===== src/rtl/prog_mem_if.sv =====
// Processor memory bus plus program-image load port shared by prog_mem and its driver.
// master drives address/data and load words; slave is the memory responder.
interface prog_mem_if #(
    parameter int DATA_W = 16
);
    logic              we;
    logic [15:0]       addr;
    logic [DATA_W-1:0] toMem;
    logic [DATA_W-1:0] fromMem;
    logic              load_valid;
    logic              load_ready;
    logic [DATA_W-1:0] load_data;
    logic              load_last;

    modport master (
        output we, addr, toMem, load_valid, load_data, load_last,
        input  fromMem, load_ready
    );

    modport slave (
        input  we, addr, toMem, load_valid, load_data, load_last,
        output fromMem, load_ready
    );
endinterface


===== src/rtl/prog_mem.sv =====
// Word-addressed program/data memory: zero-fills after reset, loads an image while
// holding the processor in reset, then serves processor reads/writes with 1-cycle latency.
//
// state | meaning
// CLEAR | writing zero to every word, one per cycle; processor ignored
// LOAD  | accepting image words on the load port; processor held in reset
// RUN   | processor released; registered reads, writes on we; terminal until rst
module prog_mem #(
    parameter int DEPTH_LOG2 = 8,
    parameter int DATA_W     = 16
) (
    input  logic              clk,
    input  logic              rst,
    prog_mem_if.slave         bus,
    output logic              cpu_rst,
    output logic [DATA_W-1:0] words_loaded,
    output logic              err_oob
);
    localparam int DEPTH = 1 << DEPTH_LOG2;

    typedef enum logic [1:0] {
        CLEAR = 2'd0,
        LOAD  = 2'd1,
        RUN   = 2'd2
    } state_t;

    state_t                  state, state_nxt;
    logic [DEPTH_LOG2-1:0]   ptr, ptr_nxt;
    logic [DATA_W-1:0]       wl_nxt;
    logic                    load_ready_q;
    logic                    oob_hit;
    logic                    mem_we;
    logic [DEPTH_LOG2-1:0]   mem_waddr;
    logic [DATA_W-1:0]       mem_wdata;
    logic [DATA_W-1:0]       mem [DEPTH];

    logic [DEPTH_LOG2-1:0]   cpu_idx;
    logic                    cpu_oob;
    logic                    xfer;

    assign cpu_idx        = bus.addr[DEPTH_LOG2-1:0];
    assign cpu_oob        = |bus.addr[15:DEPTH_LOG2];
    assign xfer           = (state == LOAD) && bus.load_valid && load_ready_q;
    assign bus.load_ready = load_ready_q;

    always_comb begin
        state_nxt = state;
        ptr_nxt   = ptr;
        wl_nxt    = words_loaded;
        mem_we    = 1'b0;
        mem_waddr = ptr;
        mem_wdata = '0;
        oob_hit   = 1'b0;
        case (state)
            CLEAR: begin
                mem_we  = 1'b1;
                ptr_nxt = ptr + 1'b1;
                if (&ptr) begin
                    state_nxt = LOAD;
                end
            end
            LOAD: begin
                if (xfer) begin
                    mem_we    = 1'b1;
                    mem_wdata = bus.load_data;
                    ptr_nxt   = ptr + 1'b1;
                    if (words_loaded != DATA_W'(DEPTH)) begin
                        wl_nxt = words_loaded + 1'b1;
                    end
                    // the last slot ends the load even without load_last so ptr never wraps
                    if (bus.load_last || (&ptr)) begin
                        state_nxt = RUN;
                    end
                end
            end
            RUN: begin
                oob_hit   = cpu_oob;
                mem_waddr = cpu_idx;
                mem_wdata = bus.toMem;
                mem_we    = bus.we && !cpu_oob;
            end
            default: begin
                state_nxt = CLEAR;
                ptr_nxt   = '0;
            end
        endcase
    end

    always_ff @(posedge clk or posedge rst) begin
        if (rst) begin
            state        <= CLEAR;
            ptr          <= '0;
            words_loaded <= '0;
            load_ready_q <= 1'b0;
            cpu_rst      <= 1'b1;
            err_oob      <= 1'b0;
        end else begin
            state        <= state_nxt;
            ptr          <= ptr_nxt;
            words_loaded <= wl_nxt;
            load_ready_q <= (state_nxt == LOAD);
            cpu_rst      <= (state_nxt != RUN);
            if (oob_hit) begin
                err_oob <= 1'b1;
            end
        end
    end

    // read-before-write falls out of the nonblocking update of mem
    always_ff @(posedge clk or posedge rst) begin
        if (rst) begin
            bus.fromMem <= '0;
        end else if (state == RUN && !cpu_oob) begin
            bus.fromMem <= mem[cpu_idx];
        end else begin
            bus.fromMem <= '0;
        end
    end

    always_ff @(posedge clk) begin
        if (mem_we) begin
            mem[mem_waddr] <= mem_wdata;
        end
    end
endmodule

===== src/flat_wrapper.sv =====
// flat-port wrapper written by rule: the top's interface ports become plain ports
module prog_mem_flat 
#(
    parameter int DEPTH_LOG2 = 8,
    parameter int DATA_W     = 16
)
  (clk, rst, cpu_rst, words_loaded, err_oob, bus_we, bus_addr, bus_toMem, bus_load_valid, bus_load_data, bus_load_last, bus_fromMem, bus_load_ready);
  prog_mem_if #(.DATA_W(DATA_W)) bus_i ();
  input  logic clk;
  input  logic rst;
  output logic cpu_rst;
  output logic [DATA_W-1:0] words_loaded;
  output logic err_oob;
  input wire logic [$bits(bus_i.we)-1:0] bus_we;
  input wire logic [$bits(bus_i.addr)-1:0] bus_addr;
  input wire logic [$bits(bus_i.toMem)-1:0] bus_toMem;
  input wire logic [$bits(bus_i.load_valid)-1:0] bus_load_valid;
  input wire logic [$bits(bus_i.load_data)-1:0] bus_load_data;
  input wire logic [$bits(bus_i.load_last)-1:0] bus_load_last;
  output wire logic [$bits(bus_i.fromMem)-1:0] bus_fromMem;
  output wire logic [$bits(bus_i.load_ready)-1:0] bus_load_ready;
  assign bus_i.we = bus_we;
  assign bus_i.addr = bus_addr;
  assign bus_i.toMem = bus_toMem;
  assign bus_i.load_valid = bus_load_valid;
  assign bus_i.load_data = bus_load_data;
  assign bus_i.load_last = bus_load_last;
  assign bus_fromMem = bus_i.fromMem;
  assign bus_load_ready = bus_i.load_ready;
  prog_mem #(.DEPTH_LOG2(DEPTH_LOG2), .DATA_W(DATA_W)) u_core (.clk(clk), .rst(rst), .bus(bus_i), .cpu_rst(cpu_rst), .words_loaded(words_loaded), .err_oob(err_oob));
endmodule

===== config.mk =====
export PLATFORM = sky130hd
export DESIGN_NAME = prog_mem_flat
export DESIGN_NICKNAME = d
export VERILOG_FILES = /design/src/rtl/prog_mem_if.sv /design/src/rtl/prog_mem.sv /design/src/flat_wrapper.sv
export SDC_FILE = /design/constraint.sdc
export NUM_CORES = 2
export LEC_CHECK = 0
export ABC_AREA = 0
export ABC_CLOCK_PERIOD_IN_PS = 9800
export CORE_UTILIZATION = 55
export DETAILED_ROUTE_END_ITERATION = 10
export PLACE_DENSITY_LB_ADDON = 0.25
export SLEW_MARGIN = 25
export SYNTH_ARGS = -nofsm -noshare
export SYNTH_HDL_FRONTEND = slang
export SYNTH_SLANG_ARGS = --single-unit

===== constraint.sdc =====
create_clock -name clk -period 9.8 [get_ports clk]
set_clock_uncertainty 0.1 [all_clocks]
set_input_delay 0.98 -clock clk [delete_from_list [all_inputs] [get_ports clk]]
set_output_delay 0.98 -clock clk [all_outputs]
set_load 0.03 [all_outputs]

* Word level (Yosys, flattened, before mapping)
Memories as Yosys holds them, arrays and structs flattened.
Cells that the tools add are included.
** Word-level totals
- Flip-flop bits (word level) :: 45
- Latch bits :: 0
- RAM bits :: 4096
- Bits in read-only memories :: 0
- Input port bits :: 53
- Output and inout bits :: 35
- Memories kept :: 1
** Memories
- u_core.mem :: words 256, bits a word 16, read ports 1, clocked after Yosys merged registers in 0, write ports 1, line prog_mem.sv:35 : logic [DATA_W-1:0] mem [DEPTH];
** Operators by class
- Add/subtract/negate cells :: 2
- Multipliers :: 0
- Divide/modulo/power cells :: 0
- Magnitude comparators :: 0
- Eq/ne operators :: 6
- Shifts and indexed selects :: 0
- Muxes and demuxes :: 15
- Bitwise gates (word level) :: 1
- Reduce and logical (&&, ||, !) cells :: 11
** Operator list (number)
- $mux 16 :: 2
- $pmux 16 s2 :: 1
- $pmux 8 s3 :: 1
- $add 16x1->16 const B :: 1
- $mux 8 :: 2
- $ne 16x9->1 const B :: 1
- $add 8x1->8 const B :: 1
- $reduce_and 8->1 :: 1
- $reduce_or 8->1 :: 1
- $mux 2 :: 3
- $pmux 2 s3 :: 1
- $eq 2x1->1 const B :: 2
- $logic_and 1x1->1 :: 4
- $mux 1 :: 4
- $pmux 1 s3 :: 1
- $reduce_and 3->1 :: 1
- $eq 2x2->1 const B :: 1
- $logic_not 2->1 :: 1
- $ne 2x1->1 const B :: 1
- $ne 2x2->1 const B :: 1
- $reduce_and 2->1 :: 1
- $logic_not 1->1 :: 1
- $logic_or 1x1->1 :: 1
- $not 1->1 :: 1

* Depth between registers and ports, before layout
- Depth in word-level cells :: 7
- Gate-level depth with buffers :: 12
- Gate-level depth less buffers :: 8

* Worst setup path after synthesis
OpenSTA, ideal clock, no wires.
- Path type :: input to register
- From :: input port bus_load_valid
- To :: memory u_core.mem[0][10], data pin
- Library setup time :: 1.454 ns
- Arrival :: 8.212 ns
- Required time :: 8.246 ns
- Slack :: 0.034 ns
- Stages on the path :: 6
- Path buffers :: 3
- Path through :: and3_1 clkbuf_1 clkbuf_1 clkbuf_1 a22oi_1 nor2b_1
** Between the ends
- Word-level cells in the longest chain between the ends :: 4
** RTL lines
- start, declared :: line flat_wrapper.sv:17 : input wire logic [$bits(bus_i.load_valid)-1:0] bus_load_valid;
- $logic_and 1x1->1 (2 in series) :: line prog_mem.sv:43 : assign xfer = (state == LOAD) && bus.load_valid && load_ready_q;
- $mux 16 :: line prog_mem.sv:63 : if (xfer) begin
- $pmux 16 s2 :: line prog_mem.sv:54 : case (state)
- named net u_core.mem_wdata[10] :: line prog_mem.sv:34 : logic [DATA_W-1:0] mem_wdata;
- end, declared :: line prog_mem.sv:35
The timed path passes the listed nets, and every way through them passes these cells.

* Final worst setup path
- From :: register u_core.state[0]
- To :: memory u_core.mem[129][10], enable pin
** Between the ends
- Word-level cells in the longest chain between the ends :: 7
** RTL lines
- start, declared :: line prog_mem.sv:27 : state_t state, state_nxt;
- start signal, assigned :: line prog_mem.sv:98 : state <= state_nxt;
- $eq 2x1->1 :: line prog_mem.sv:43, prog_mem.sv:54
- $logic_and 1x1->1 (2 in series) :: line prog_mem.sv:43
- $mux 1 :: line prog_mem.sv:63
- $pmux 1 s3 :: line prog_mem.sv:54
- $mux 1 :: line prog_mem.sv:121 : if (mem_we) begin
- $mux 1 (implied by the code) :: line prog_mem.sv:122 : mem[mem_waddr] <= mem_wdata;
Parallel ways exist; a longest one is shown, timed or not.

==> run_results.csv <==
group,metric,value,unit
die,die_area,293200,sq um
grt,antenna_found_initial,24,
route,viasPerCell,6.892,
logic_synthesis,ys_top_cells_by_count,"4096 x edfxtp_1, 789 x mux4_2, 481 x mux2i_1",
route,wl,469200,um
die,num_rows,197,
setup_path,crit_fanout,28,
route,drtIter0Drc,13760,
clock_tree,cts_tree,"done",
logic_synthesis,ys_seq_elements,4141,
clock_tree,ctsRootBufferMaster,"clkbuf_16",
route,wl_met3,58710,um
route,wl_met1,168600,um
route,ant_nets,0,
clock_tree,hold_buffers,0,
layout,fin_nets,8237,
logic_synthesis,postSynthAreaPerCell,20.80,sq um
die,die_x,541.5,um
setup_path,crit_arrival,6.05,ns
clock_tree,clk_latency,0.98,ns
grt,grt_overflow,0,
logic_synthesis,yosysTopAreaCell,"edfxtp_1",
placed_design,port_buffers,87,
timing,fin_crit,5.506,ns
die,die_h,541.5,um
die,core-area,288900,sq um
setup_path,crit_required,10.35,ns
setup_path,setup.worst_path.class,"flip-flop to flip-flop",
logic_synthesis,yosysMostFrequentCell,"edfxtp_1",
route,met2_length,209400,um
clock_tree,numCtsBuffers,407,
route,post_drt_wl_per_cell,37.82,um
logic_synthesis,ys_types,75,
setup_path,cp-end-kind,"flip-flop",
logic_synthesis,async_flop_share,1.087,%
layout,fin_area,181000,sq um
timing,hold_slack,0.3830,ns
timing,worst_pin_slew,1.278,ns
route,top_layer_used,"met5",
power_and_ir_drop,power_density,222.2,nW/um^2
logic_synthesis,synth_top_area_share,76.83,%
timing,max_freq,181.6,MHz
clock_tree,cts_setup_buffers,0,
power_and_ir_drop,finalPower,40.22,mW
die,initial_core_util,55.42,%
timing,hold_viol_final,0,
timing,relSlewSlack,14.78,%
logic_synthesis,syn_nets,7759,
timing,setup_violations,0,
power_and_ir_drop,internal_power,30.50,mW
placed_design,gp_congestion,0.9606,
clock_tree,ctsHtreeMaxLevel,5,
flow_run,cap_violations,0,
logic_synthesis,ys_warn_count,0,
logic_synthesis,synth_area,160100,sq um
grt,grt_start_max_net_pins,226,
clock_tree,cts_resized,0,
power_and_ir_drop,combPwrFrac,9.3,%
power_and_ir_drop,max-vdd-ir-drop,0.0003009,V
route,dr.pass1.iters,6,
logic_synthesis,ys.flop_type,"edfxtp_1",
power_and_ir_drop,clkPwrFrac,38.5,%
clock_tree,cts_sinks,4141,
outcome,outcome,"finished clean",
power_and_ir_drop,power.switching,9.728,mW
clock_tree,clk_pin_slew,0.06,ns
grt,grt_pass1_wl,648000,um
route,drt_drc_violations_left,0,
placed_design,dpl_cell_area,167500,sq um
setup_path,critPathLaunchType,"flip-flop",
timing,period_share,56.19,%
placed_design,dp_hpwl,287400,um
worst_hold_path,holdCritPathClass,"flip-flop to flip-flop",
logic_synthesis,yosys-top-cells-area,"edfxtp_1 77%, mux4_2 11%, mux2i_1 3.0%",
logic_synthesis,syn_inst,7698,
layout,syn2layout_area_growth,13.08,%
timing,fin_tns_setup,0,ns
logic_synthesis,yosysSeqAreaShare,77.54,%
route,num_vias,85510,
timing,maxSlewViolCount,0,
power_and_ir_drop,sw_frac_of_total,24.18,%
clock_tree,cts.path.max_buffers,4,
die,io_pins,88,
power_and_ir_drop,seqPwrFrac,52.2,%
grt,grtUsageTotal,31.88,%
timing,rsz0062_at_grt,"false",
logic_synthesis,synth_edf_count,4096,
grt,first_global_vias,81940,
layout,drive_gt1_share,22.65,%
power_and_ir_drop,power.leakage,57.56,nW
[stage by stage]
step / util, % / std cells / setup WS, ns
final: 62.66 / 12410 / 4.294
after global routing: 62.65 / 12400 / 4.359
after CTS: 62.56 / 12390 / 4.493
after detailed placement: 57.99 / 11640 / 3.848
after global placement: 57.91 / 11630 / 3.265
after floorplan: - / 7698 / 0.03437
[placed cells by master, fill, tap and decap left out, types with 97 or more instances in the layout]
cell type	Yosys	routed
mux4_2	789	789
clkbuf_16	0	409
o221ai_1	155	155
a21oi_1	100	100
nor3_1	109	103
clkbuf_1	212	97
buf_4	101	402
nor2_1	334	332
mux2i_1	481	477
edfxtp_1	4096	4096
o22ai_1	152	150
nand2_1	189	185
[worst paths after layout]
path | from | to | slack (ns) | cells after the start
max | u_core.state[0] | u_core.mem[129][10] | 4.29 | 9
min | u_core.err_oob | u_core.err_oob | 0.38 | 1
max reg2reg | u_core.state[0] | u_core.mem[129][10] | 4.29 | 9
min reg2reg | u_core.err_oob | u_core.err_oob | 0.38 | 1
max in group asynchronous | rst | u_core.err_oob | 8.43 | 3
min in group asynchronous | rst | u_core.words_loaded[10] | 0.51 | 3
[kinds of logic after synthesis]
family                     synth area share (%)
xor gates and xnor gates                 0.1149
and+or+nand+nor                           2.861
buffers and inverters                     1.487
muxes                                     14.35
AOI/OAI and AO/OA                         3.584
DFF                                       77.54
adders and majority gates               0.06253
[sequential cells by signal (all words and copies together) (netlist names)]
| register | count |
|---|---|
| u_core.cpu_rst | 1 |
| u_core.bus.fromMem | 16 |
| u_core.words_loaded | 16 |
| u_core.err_oob | 1 |
| u_core.ptr | 8 |
| u_core.bus.load_ready | 1 |
| u_core.state | 2 |
| u_core.mem | 4096 |
[area by class of cell]
| cell class | instances | area [sq um] |
|---|---|---|
| diodes | 12 | 30.03 |
| clock buffers | 512 | 10680 |
| flip-flops and latches | 4141 | 124100 |
| clock inverters | 236 | 2522 |
| well taps | 3880 | 4855 |
| multi-input cells | 3078 | 34000 |
| fillers | 19400 | 107900 |
| repair buffers | 529 | 4726 |
| inverters | 19 | 85.08 |
[layer usage]
layer,vias up,GRT usage [%]
met5,-,0
met1,44850,43.91
met4,26,18.31
li1,33350,-
met2,6197,46.71
met3,1089,8.097
[power by group through the flow]
stage,Combinational (mW),Clock [mW],Sequential (mW)
detailed placement,3.59,0,21.4
global route,3.81,16.2,21.0
finish,3.72,15.5,21.0
CTS,3.58,15.6,21.0
floorplan,1.70,0,21.9
global placement,3.42,0,21.4
[critical path: stages (launching register included)]
cell and delay [ns]:
dfrtp_1 0.41, inv_1 0.15, ha_2 0.54, buf_4 0.47, inv_1 0.38, o31ai_1 0.56
nand2_1 0.70, buf_4 0.56, nor2_1 0.88, buf_4 0.38
Note: power is estimated with default switching activity, not from simulation.
